<file path="config.mk">
export PLATFORM = sky130hd
export DESIGN_NAME = sram_1p_host_adapter
export DESIGN_NICKNAME = d
export VERILOG_FILES = /design/src/rtl/sram_1p_host_pkg.sv /design/src/rtl/sram_1p_host_rsp_fifo.sv /design/src/rtl/sram_1p_host_adapter.sv
export SDC_FILE = /design/constraint.sdc
export NUM_CORES = 1
export LEC_CHECK = 0
export BUFFER_PORTS_ARGS = -buffer_cell sky130_fd_sc_hd__clkbuf_2
export CORE_ASPECT_RATIO = 1.25
export CORE_MARGIN = 2
export CORE_UTILIZATION = 40
export DETAILED_ROUTE_END_ITERATION = 10
export PLACE_DENSITY = 0.65
export SYNTH_ARGS = -nofsm -noshare
export SYNTH_HDL_FRONTEND = slang
export SYNTH_HIERARCHICAL = 1
export SYNTH_SLANG_ARGS = --single-unit
</file>
<file path="constraint.sdc">
create_clock -name clk_i -period 5.55 [get_ports clk_i]
set_input_delay 0 -clock clk_i [delete_from_list [all_inputs] [get_ports clk_i]]
set_output_delay 0 -clock clk_i [all_outputs]
set_load 0.02 [all_outputs]
</file>
<file path="src/rtl/sram_1p_host_pkg.sv">
// Shared types and helpers for the single-port SRAM host adapter.
// Response control bits and the write-mask group consistency check live here.
package sram_1p_host_pkg;

  localparam int unsigned MaskMaxW = 1024;

  typedef struct packed {
    logic write;
    logic err;
  } rsp_ctl_t;

  // True when every group of group_w mask bits is uniformly set or clear.
  function automatic logic mask_groups_ok(input logic [MaskMaxW-1:0] mask,
                                          input int unsigned width,
                                          input int unsigned group_w);
    logic ok;
    ok = 1'b1;
    for (int unsigned i = 0; i < width; i++) begin
      if (mask[i] != mask[(i / group_w) * group_w]) ok = 1'b0;
    end
    return ok;
  endfunction

endpackage

</file>
<file path="src/rtl/sram_1p_host_rsp_fifo.sv">
// Registered first-in first-out buffer for adapter responses.
// Head entry reads as all-zero while the buffer is empty.
module sram_1p_host_rsp_fifo #(
  parameter int unsigned Depth = 3,
  parameter type T = logic,
  localparam int unsigned CntW = $clog2(Depth + 1),
  localparam int unsigned PtrW = (Depth > 1) ? $clog2(Depth) : 1
) (
  input  logic            clk_i,
  input  logic            rst_ni,
  input  logic            push_i,
  input  T                wdata_i,
  input  logic            pop_i,
  output T                rdata_o,
  output logic            full_o,
  output logic            empty_o,
  output logic [CntW-1:0] cnt_o
);

  T                mem_q [Depth];
  logic [PtrW-1:0] wr_ptr_q, wr_ptr_d;
  logic [PtrW-1:0] rd_ptr_q, rd_ptr_d;
  logic [CntW-1:0] cnt_q, cnt_d;
  logic            do_push, do_pop;

  always_comb begin
    do_push  = push_i && (cnt_q != CntW'(Depth));
    do_pop   = pop_i && (cnt_q != '0);
    wr_ptr_d = wr_ptr_q;
    rd_ptr_d = rd_ptr_q;
    // Pointers wrap explicitly so Depth need not be a power of two.
    if (do_push) wr_ptr_d = (wr_ptr_q == PtrW'(Depth - 1)) ? '0 : wr_ptr_q + PtrW'(1);
    if (do_pop)  rd_ptr_d = (rd_ptr_q == PtrW'(Depth - 1)) ? '0 : rd_ptr_q + PtrW'(1);
    cnt_d = cnt_q + CntW'(do_push) - CntW'(do_pop);
  end

  always_ff @(posedge clk_i or negedge rst_ni) begin
    if (!rst_ni) begin
      wr_ptr_q <= '0;
      rd_ptr_q <= '0;
      cnt_q    <= '0;
    end else begin
      wr_ptr_q <= wr_ptr_d;
      rd_ptr_q <= rd_ptr_d;
      cnt_q    <= cnt_d;
    end
  end

  always_ff @(posedge clk_i) begin
    if (do_push) mem_q[wr_ptr_q] <= wdata_i;
  end

  assign empty_o = (cnt_q == '0);
  assign full_o  = (cnt_q == CntW'(Depth));
  assign cnt_o   = cnt_q;
  assign rdata_o = empty_o ? '0 : mem_q[rd_ptr_q];

endmodule

</file>
<file path="src/rtl/sram_1p_host_adapter.sv">
// Host-side front end for a 1-cycle-latency single-port SRAM: request decode,
// RAM strobes, one-deep issue stage and a bounded in-order response buffer.
module sram_1p_host_adapter
  import sram_1p_host_pkg::*;
#(
  parameter int unsigned Width           = 32,
  parameter int unsigned Depth           = 128,
  parameter int unsigned DataBitsPerMask = 1,
  parameter int unsigned RspDepth        = 3,
  localparam int unsigned Aw = $clog2(Depth)
) (
  input  logic             clk_i,
  input  logic             rst_ni,
  input  logic             req_valid_i,
  output logic             req_ready_o,
  input  logic             req_write_i,
  input  logic [Aw-1:0]    req_addr_i,
  input  logic [Width-1:0] req_wdata_i,
  input  logic [Width-1:0] req_wmask_i,
  output logic             rsp_valid_o,
  input  logic             rsp_ready_i,
  output logic [Width-1:0] rsp_rdata_o,
  output logic             rsp_write_o,
  output logic             rsp_err_o,
  output logic             ram_req_o,
  output logic             ram_write_o,
  output logic [Aw-1:0]    ram_addr_o,
  output logic [Width-1:0] ram_wdata_o,
  output logic [Width-1:0] ram_wmask_o,
  input  logic [Width-1:0] ram_rdata_i
);

  localparam int unsigned CntW = $clog2(RspDepth + 1);

  typedef struct packed {
    logic [Width-1:0] rdata;
    rsp_ctl_t         ctl;
  } rsp_t;

  logic            inflight_q, inflight_d;
  rsp_ctl_t        issue_q, issue_d;
  logic            addr_err, mask_err, req_err, accept, ram_go;
  logic [CntW:0]   occupancy;
  logic [CntW-1:0] fifo_cnt;
  logic            fifo_full, fifo_empty, fifo_push, fifo_pop;
  rsp_t            push_rsp, head_rsp;

  always_comb begin
    addr_err  = 32'(req_addr_i) >= Depth;
    mask_err  = req_write_i && !mask_groups_ok(MaskMaxW'(req_wmask_i), Width, DataBitsPerMask);
    req_err   = addr_err || mask_err;
    // Slots already promised: buffered responses plus the one in the issue stage.
    occupancy = {1'b0, fifo_cnt} + (CntW + 1)'(inflight_q);
    req_ready_o = occupancy < (CntW + 1)'(RspDepth);
    accept    = req_valid_i && req_ready_o;
    ram_go    = accept && !req_err;

    ram_req_o   = ram_go;
    ram_write_o = ram_go && req_write_i;
    ram_addr_o  = ram_go ? req_addr_i  : '0;
    ram_wdata_o = ram_go ? req_wdata_i : '0;
    ram_wmask_o = ram_go ? req_wmask_i : '0;

    inflight_d    = accept;
    issue_d.write = req_write_i;
    issue_d.err   = req_err;

    // RAM read data is only meaningful one cycle after a legal read strobe.
    push_rsp.rdata = (!issue_q.write && !issue_q.err) ? ram_rdata_i : '0;
    push_rsp.ctl   = issue_q;
    fifo_push      = inflight_q && !fifo_full;
    fifo_pop       = !fifo_empty && rsp_ready_i;
  end

  always_ff @(posedge clk_i or negedge rst_ni) begin
    if (!rst_ni) begin
      inflight_q <= 1'b0;
      issue_q    <= '0;
    end else begin
      inflight_q <= inflight_d;
      issue_q    <= issue_d;
    end
  end

  sram_1p_host_rsp_fifo #(
    .Depth (RspDepth),
    .T     (rsp_t)
  ) u_rsp_fifo (
    .clk_i   (clk_i),
    .rst_ni  (rst_ni),
    .push_i  (fifo_push),
    .wdata_i (push_rsp),
    .pop_i   (fifo_pop),
    .rdata_o (head_rsp),
    .full_o  (fifo_full),
    .empty_o (fifo_empty),
    .cnt_o   (fifo_cnt)
  );

  assign rsp_valid_o = !fifo_empty;
  assign rsp_rdata_o = head_rsp.rdata;
  assign rsp_write_o = head_rsp.ctl.write;
  assign rsp_err_o   = head_rsp.ctl.err;

endmodule
</file>
=== Word level (Yosys, flattened, before mapping) ===
Memories as Yosys holds them, arrays and structs flattened.
Index checks and enable logic that the tools add are counted.

* Register bits: 8
* Latch bits: 0
* RAM bits: 99
* Memory bits (read-only): 0
* Input bits: 108
* Logic and storage cells: 35
* Memories kept: 1

* Add/sub/neg operators: 5
* Multipliers: 0
* Divide/modulo/power cells: 0
* $lt $le $gt $ge: 1
* Equal/unequal tests: 4
* Shifts and indexed selects: 0
* Muxes and demuxes: 9
* Bitwise operators: 0
* Reduce and logical (&&, ||, !) cells: 10

{| class="wikitable"
|+ Memory list
! name !! words !! width !! rd ports !! clocked after memory_dff !! write ports !! line !! RTL
|-
| u_rsp_fifo.mem_q || 3 || 33 || 1 || 0 || 1 || sram_1p_host_rsp_fifo.sv:20 || <nowiki>T mem_q [Depth];</nowiki>
|}

{| class="wikitable"
|+ Operators with widths
! cell !! number
|-
| $mux W32 || 3
|-
| $mux W34 || 1
|-
| $mux W7 || 1
|-
| $eq A2 B2 Y1 const B || 3
|-
| $logic_and A1 B1 Y1 || 6
|-
| $add A2 B1 Y2 const B || 2
|-
| $mux W2 || 2
|-
| $add A2 B1 Y3 || 1
|-
| $lt A3 B2 Y1 const B || 1
|-
| $add A2 B1 Y2 || 1
|-
| $logic_not A1 Y1 || 2
|-
| $logic_not A2 Y1 || 1
|-
| $mux W1 || 2
|-
| $ne A2 B2 Y1 const B || 1
|-
| $reduce_bool A2 Y1 || 1
|-
| $sub A2 B1 Y2 || 1
|}

=== Longest topological paths before layout ===
Gate-level depths: netlist of the first run.

* Word-level depth: 6
* Depth in mapped cells: 10
* Mapped depth without buffers: 9

=== Cells and area by module ===
The synthesis of the first run kept the hierarchy.

{| class="wikitable"
|+ Modules (own cells, without submodules)
! module !! times used !! cells an instance !! area an instance (sq um) !! seq. area each (sq um)
|-
| sram_1p_host_rsp_fifo || 1 || 246 || 4458.0 || 3213.1
|-
| sram_1p_host_adapter || 1 || 135 || 1407.6 || 50.0
|}

=== Worst setup path before layout of the first run ===
OpenSTA, ideal clock, no wires.

* Path kind: register to register
* Start: register u_rsp_fifo.cnt_q[0] (netlist: u_rsp_fifo/cnt_o[0])
* End: memory u_rsp_fifo/mem_q[2][0] (netlist name), enable pin
* Setup time: 0.475 ns
* Arrival time: 3.462 ns
* Required time: 5.075 ns
* Slack: 1.613 ns
* Stages on the path, launching flop included: 5
* Path buffers: 0
* Period minus slack after synthesis: 3.937 ns
* Cell sequence: dfrtp_1 -> and2_1 -> nor2b_1 -> a21bo_2 -> nor3b_1

* Word-level cells in the longest chain between the ends: 6
* Elaborated cells between the ends (all ways): 7
* Classes of those cells: eq/ne (2); mux (2); reduce/logical (3)

{| class="wikitable"
|+ Ends and longest elaborated chain
! what !! line !! RTL
|-
| start, declared || sram_1p_host_rsp_fifo.sv:23 || <nowiki>logic [CntW-1:0] cnt_q, cnt_d;</nowiki>
|-
| start signal, assigned || sram_1p_host_rsp_fifo.sv:45 || <nowiki>cnt_q <= cnt_d;</nowiki>
|-
| $eq A2 B2 Y1 || sram_1p_host_rsp_fifo.sv:54 || <nowiki>assign full_o = (cnt_q == CntW'(Depth));</nowiki>
|-
| net fifo_full || sram_1p_host_adapter.sv:45 || <nowiki>logic fifo_full, fifo_empty, fifo_push, fifo_pop;</nowiki>
|-
| $logic_not A1 Y1 || sram_1p_host_adapter.sv:71 || <nowiki>fifo_push = inflight_q && !fifo_full;</nowiki>
|-
| $logic_and A1 B1 Y1 || sram_1p_host_adapter.sv:71 ||
|-
| net fifo_push || sram_1p_host_adapter.sv:45 ||
|-
| $logic_and A1 B1 Y1 || sram_1p_host_rsp_fifo.sv:27 || <nowiki>do_push = push_i && (cnt_q != CntW'(Depth));</nowiki>
|-
| $mux W1 || sram_1p_host_rsp_fifo.sv:50 || <nowiki>if (do_push) mem_q[wr_ptr_q] <= wdata_i;</nowiki>
|-
| $mux W1 (not written as such) || sram_1p_host_rsp_fifo.sv:50 ||
|-
| end, declared || sram_1p_host_rsp_fifo.sv:20 ||
|}

The timed path passes the listed nets, and every way through them passes these cells.

=== Final worst setup path of the first run ===
* Start: register u_rsp_fifo.rd_ptr_q[1]
* End: output port rsp_rdata_o[24]

* Word-level cells in the longest chain between the ends: 2

{| class="wikitable"
|+ Ends and longest elaborated chain
! what !! line !! RTL
|-
| start, declared || sram_1p_host_rsp_fifo.sv:22 || <nowiki>logic [PtrW-1:0] rd_ptr_q, rd_ptr_d;</nowiki>
|-
| start signal, assigned || sram_1p_host_rsp_fifo.sv:44 || <nowiki>rd_ptr_q <= rd_ptr_d;</nowiki>
|-
| $mem_v2 Z3 W33 || n/a ||
|-
| $mux W34 || sram_1p_host_rsp_fifo.sv:56 || <nowiki>assign rdata_o = empty_o ? '0 : mem_q[rd_ptr_q];</nowiki>
|-
| end, declared || sram_1p_host_adapter.sv:22 || <nowiki>output logic [Width-1:0] rsp_rdata_o,</nowiki>
|}

Every way passes these cells.

==> impl_metrics.toml, run 1 <==
[run_status]
outcome = "finished, final reports clean"

[global_route]
antenna_found_initial = 1
grt_max_degree = 75
grt_pass1_vias = 3954
grt_pass1_wl_um = 21200
grt_usage_pct = 17.5
overflow = 0

[sta]
slew-limit-headroom_pct = 25.2
max_freq_mhz = 359
finalClockSkew_ns = 0.00661
maxSlewViolCount = 0
worst_pin_slew_ns = 1.12
setup_violations = 0
period_minus_slack_ns = 2.79
post-route-period-util_pct = 50.3
final-hold-violation-count = 0
rsz0062_at_grt = "no"
holdWs_ns = 0.0393
fin_tns_setup_ns = 0

[cts]
insertion_delay_ns = 0.34
h-tree-depth = 3
clk_pin_slew_worst_paths_ns = 0.07
cts_tree = "yes"
clock-root-buffer = "clkbuf_16"
clockBufferDepth = 2
cts_inserted_buffers = 9
cts_setup_buffers = 0
cts_sinks = 110

[layout]
nFillCells = 1276
final_cell_mix = "216 x clkbuf_2, 102 x edfxtp_1, 70 x nor3b_2, 69 x nor2b_1, 35 x mux2i_1"
num-nets-final = 698
final_common_cell = "clkbuf_2"
drive_gt1_share_pct = 58.5
area_growth_pct = 24.0

[die]
die_x_um = 112
start_util_pct = 40.9
die_h_um = 139
core_um2 = 14300
placementRows = 49
dieArea_um2 = 15700
io_pins = 217

[drt]
firstDrtPassIters = 4
via_per_inst = 4.98
vias = 3836
wl_um = 13900
final_antenna_net_count = 0
dr.first_iter.drc_count = 203
drc = 0
wl_per_cell_um = 18.0

[worst_setup_path]
r2r_cells = 10
required_ns = 5.55
worstPathMaxFanout = 37
critical_path_class = "flip-flop to output port"
crit_arrival_ns = 2.79
endpoint_kind = "output port"
cp-start-kind = "flip-flop"

[flow_run]
maxCapViolCount = 0

[power]
leakage_nw = 2.94
ir_drop_uv = 376
p_switching_mw = 1.74
power.density_nw_per_um2 = 543
sw_frac_of_total_pct = 44.1
seq_power_share_pct = 30.3
intPower_mw = 2.21
combPwrFrac_pct = 52.6
p_clk_share_pct = 17.2

[synth]
yosys_warnings = 6
syn_area_um2 = 5870
synth-seq-cells = 110
synth_seq_area_share_pct = 55.6
syn-instance-count = 381
avgSynthCellArea_um2 = 15.4
synth.distinct_cells = 29

[placed_design]
hpwl_um = 9690
place_congestion = 0.842
portBuffers = 216

[worst_hold_path]
hold_path.class = "input pin to async pin"
synthesized netlist by cell type, drive strengths merged:
library cell  number  area, µm²
a211oi            34        400
a21bo              1       10.0
and2               2       15.0
buf               27        309
clkbuf             6       22.5
conb               1       3.75
dfrtp              8        200
edfxtp           102       3060
ha                 4       50.1
inv                4       15.0
mux2               3       33.8
mux2i             35        350
nand2b             2       12.5
nor2               5       21.3
nor2b             70        438
nor3               1       5.00
nor3b             73        893
o21ai              1       5.00
xnor2              2       17.5
sequential cells by signal (all words and copies together), names as in the netlist:
register,flops
u_rsp_fifo/mem_q,102
issue_q,1
u_rsp_fifo/rd_ptr_q,2
inflight_q,1
u_rsp_fifo/cnt_o,2
u_rsp_fifo/wr_ptr_q,2
cell families (layout without fill, tap and decap cells):
kind of cell	Yosys count	in the layout	synth area share, %
simple gates	153	153	23.6
flops	110	110	55.6
mux	38	38	6.55
buf+inv	37	245	5.91
compound gates	36	36	7.08
fa+ha+maj	4	4	0.853
xor+xnor	2	2	0.299
other cells	1	5	0.0639
final cells by class:
type                       instances  area, µm²  share of cell area (%)
multi-input combinational        236       2290                    31.5
antenna                            2       5.00                  0.0688
timing repair buffer             225       1150                    15.9
sequential                       110       3260                    44.9
tap                              178        223                    3.06
clock inverter                     7       96.3                    1.32
clock buffer                       9        225                    3.10
inverter                           4       15.0                   0.206
power by group through the flow:
| stage | clock network, mW | logic [mW] | registers (mW) |
|---|---|---|---|
| after detailed placement | 0 | 2.10 | 1.22 |
| after global placement | 0 | 2.08 | 1.21 |
| after CTS | 0.692 | 2.11 | 1.20 |
| after floorplan | 0 | 1.76 | 1.14 |
| after global routing | 0.728 | 2.23 | 1.21 |
| final | 0.677 | 2.08 | 1.20 |
repair_timing:
item | CTS | global route
hold buffers | 2 | 0
resized for setup | 0 | 0
endpoints found under the hold margin | 9 | 0
per-layer routing:
layer / GRT usage (%) / wire length (µm)
met1: 22.5 / 5790
met5: 0 / 0
met3: 4.53 / 1030
met4: 4.69 / 155
met2: 29.5 / 6920
worst max-delay path: stages, from the launching register on:
cell and delay, ns:
dfrtp_1 1.08, inv_2 0.71, a211oi_1 0.42, clkbuf_2 0.22
stage by stage:
stage | instances | power, mW | cell area [µm²] | worst slack [ns] | util (%)
global route | 769 | 4.17 | 7270 | 2.52 | 50.7
global placement | 751 | 3.29 | 6930 | 3.14 | 48.3
finish | 771 | 3.95 | 7280 | 2.76 | 50.7
CTS | 769 | 4.00 | 7270 | 2.70 | 50.7
floorplan | 383 | 2.91 | 5870 | 1.61 | -
detailed placement | 751 | 3.31 | 6930 | 3.07 | 48.3
worst paths after layout:
kind | start | endpoint | slack (ns)
worst max-delay path | u_rsp_fifo/rd_ptr_q[1]$_DFFE_PN0P_ | rsp_rdata_o[24] | 2.76
min in group clk_i | ram_rdata_i[5] | u_rsp_fifo/mem_q[1][7]$_DFFE_PP_ | 0.04
worst max register to register | u_rsp_fifo/cnt_o[1]$_DFF_PN0_ | u_rsp_fifo/cnt_o[1]$_DFF_PN0_ | 3.17
worst min register to register | u_rsp_fifo/wr_ptr_q[1]$_DFFE_PN0P_ | u_rsp_fifo/wr_ptr_q[1]$_DFFE_PN0P_ | 0.59
max in group asynchronous | rst_ni | u_rsp_fifo/rd_ptr_q[0]$_DFFE_PN0P_ | 5.30
worst min-delay path | rst_ni | inflight_q$_DFF_PN0_ | 0.04
(Power assumes the default switching activity.)
==> inputs of run 2 (changes only) <==
Settings changed: ABC_AREA from default to 1, PLACE_DENSITY 0.65 to 0.66.
Clock period 5.55 ns to 2.7 ns, I/O delays scaled along.
==> run 2 against run 1 <==
Register-to-register slack got worse by 2.4 ns. Clock power increased by 98%. Sequential power increased by 98%. Non-clock buffer count increased by 21. First-iteration DRC count increased by 13%. Global-route usage increased by 1.5 points. Synthesized cell count increased by 57%. Die area decreased by 5.1%. Wire length decreased by 2.2%. Highest routed layer unchanged.
==> impl_metrics.toml, run 2 <==
[die]
core_um2 = 13700
io_pins = 217
die_h_um = 136
dieArea_um2 = 14900
die_x_um = 109
placementRows = 48
start_util_pct = 40.6

[global_route]
grt_max_degree = 37
overflow = 0
grt_pass1_vias = 4330
grt_usage_pct = 19.0
antenna_found_initial = 1
grt_pass1_wl_um = 21200

[drt]
wl_per_cell_um = 13.5
vias = 4402
dr.first_iter.drc_count = 230
final_antenna_net_count = 0
firstDrtPassIters = 4
wl_um = 13600
drc = 0
via_per_inst = 4.36

[cts]
clockBufferDepth = 2
cts_tree = "yes"
cts_inserted_buffers = 9
holdBufCountCts = 21
clock-root-buffer = "clkbuf_16"
post_cts_resized = 0
cts_setup_buffers = 0
h-tree-depth = 3
insertion_delay_ns = 0.34
clk_pin_slew_worst_paths_ns = 0.07
cts_sinks = 110

[layout]
final_common_cell = "clkbuf_2"
largest_register_ffs = 102
final_cell_mix = "216 x clkbuf_2, 151 x inv_1, 116 x nand2_1, 102 x edfxtp_1, 69 x nor2_2"
area_growth_pct = 31.0
regMostFlops = "u_rsp_fifo/mem_q"
drive_gt1_share_pct = 38.0
final_util_pct = 53.2
stdcell_area_um2 = 7280
fin_cells = 1009
num-nets-final = 942

[power]
leakage_nw = 3.83
ir_drop_uv = 558
power.density_nw_per_um2 = 1050

[sta]
rsz0062_at_grt = "no"
finalClockSkew_ns = 0.00569
worst_pin_slew_ns = 0.665
max_freq_mhz = 431
maxSlewViolCount = 0
fin_tns_setup_ns = 0
slew-limit-headroom_pct = 55.6
final-hold-violation-count = 0
setup_ws_ns = 0.378
period_minus_slack_ns = 2.32
post-route-period-util_pct = 86.0
setup_violations = 0

[synth]
syn_area_um2 = 5560
yosys_warnings = 6
syn-instance-count = 598
netlist.area_leader.share_pct = 55.1
synth-seq-cells = 110
synthTopCellsByCount = "151 x inv_1, 116 x nand2_1, 102 x edfxtp_1"
async_flop_share_pct = 7.27
yosysMostFrequentCell = "inv_1"
synth_area_leaders = "edfxtp_1 55%, inv_1 10%, nand2_1 7.8%, nor2_2 7.8%, nand3_1 6.1%"
synth_seq_area_share_pct = 58.7
synth_edf_count = 102
synth_flop_cell = "edfxtp_1"
synth.distinct_cells = 22
avgSynthCellArea_um2 = 9.29
yosys.area.top_type = "edfxtp_1"

[placed_design]
dp_cells = 973
placed_area_um2 = 6770
portBuffers = 216
place_congestion = 0.844
hpwl_um = 9540
pre_cts_slack_ns = 0.717

[worst_setup_path]
worstPathMaxFanout = 30
critical_path_class = "flip-flop to output port"
r2r-end = "u_rsp_fifo/mem_q[2][21]$_DFFE_PP_"
worst-r2r-setup-slack_ns = 0.73
path_common_cell = "ha_1"
cp-start-kind = "flip-flop"
required_ns = 2.70
crit_arrival_ns = 2.32
path_cells = "ha_1 > ha_1 > nand2_2 > nand3_4 > buf_4 > nor2_2 > clkbuf_2"
timing.rr.start = "u_rsp_fifo/cnt_o[1]$_DFF_PN0_"
slowest_delay_ns = 0.41
r2r_cells = 6
endpoint_kind = "output port"
crit_slowest_cell = "dfrtp_1"

[worst_hold_path]
hold_path.class = "input pin to flip-flop"
hold_depth = 3
hold_end = "u_rsp_fifo/mem_q[2][25]$_DFFE_PP_"
hold_start = "ram_rdata_i[23]"

[run_status]
outcome = "finished, final reports clean"

[flow_run]
maxCapViolCount = 0
-- run 2: cell count changes in the layout (fill, tap and decap cells not counted), sizes merged, moves of 2 or more --
cell	previous run	this run
inv	6	153
nand2	0	118
nor2	5	109
nor3b	73	0
nor2b	70	0
nand3	0	69
mux2i	35	0
a211oi	34	0
dlygate4sd3	2	21
mux2	3	0
and2	2	0
buf	7	9
nand2b	2	0
o21ai	1	3
-- run 2: how the worst max path moves through the flow --
stage | slack, ns | endpoint | start
final | 0.38 | ram_addr_o[5] | u_rsp_fifo/cnt_o[0]$_DFF_PN0_
after global routing | 0.20 | ram_wmask_o[11] | u_rsp_fifo/cnt_o[0]$_DFF_PN0_
after CTS | 0.34 | ram_addr_o[5] | u_rsp_fifo/cnt_o[0]$_DFF_PN0_
after detailed placement | 0.72 | u_rsp_fifo/mem_q[2][19]$_DFFE_PP_ | u_rsp_fifo/cnt_o[1]$_DFF_PN0_
after global placement | 0.72 | u_rsp_fifo/mem_q[2][18]$_DFFE_PP_ | u_rsp_fifo/cnt_o[1]$_DFF_PN0_
after floorplan | 0.02 | u_rsp_fifo/mem_q[0][0]$_DFFE_PP_ | u_rsp_fifo/cnt_o[1]$_DFF_PN0_
-- run 2: logic make-up after synthesis --
kind of cell	count (synthesis)	share of synthesized area [%]
simple gates	298	25.5
buf+inv	179	14.2
flops	110	58.7
compound gates	4	0.360
fa+ha+maj	4	0.901
xor+xnor	2	0.315
other cells	1	0.0675
-- run 2: power by group --
| group | switching [mW] | leakage [nW] | total (mW) | internal (mW) |
|---|---|---|---|---|
| Clock | 0.540 | 0.148 | 1.34 | 0.798 |
| Sequential | 0.133 | 1.04 | 2.38 | 2.25 |
| Combinational | 2.75 | 2.64 | 3.94 | 1.19 |
-- run 2: layer usage --
metal | GRT usage (%) | part of all wire [%] | routed length [µm] | vias up
met5 | 0 | 0 | 0 | -
li1 | - | - | - | 2266
met2 | 33.0 | 49 | 6620 | 192
met3 | 3.80 | 7.4 | 1000 | 20
met4 | 7.31 | 2.2 | 300 | 0
met1 | 23.0 | 42 | 5660 | 1924
-- run 2: area by class of cell --
type / instances / area (µm²)
fill: 1266 / 6410
multi-input combinational: 311 / 1540
clock buffer: 9 / 225
sequential: 110 / 3260
inverter: 152 / 571
antenna: 2 / 5.00
tap: 175 / 219
timing repair buffer: 246 / 1380
clock inverter: 4 / 73.8
-- run 2: worst max-delay path, delay by kind of cell (launching register included) --
| kind | cells | cell delay, ns |
|---|---|---|
| flops | 1 | 0.41 |
| buf+inv | 2 | 0.54 |
| simple gates | 3 | 0.53 |
| fa+ha+maj | 2 | 0.49 |
-- run 2: metrics by stage --
step / power, mW / hold WS [ns]
6_report: 7.66 / 0.00431
5_1_grt: 8.21 / 0.00422
4_1_cts: 7.75 / 0.00191
3_5_place_dp: 6.38 / -0.134
3_3_place_gp: 6.38 / -0.139
2_1_floorplan: 5.28 / -0.296
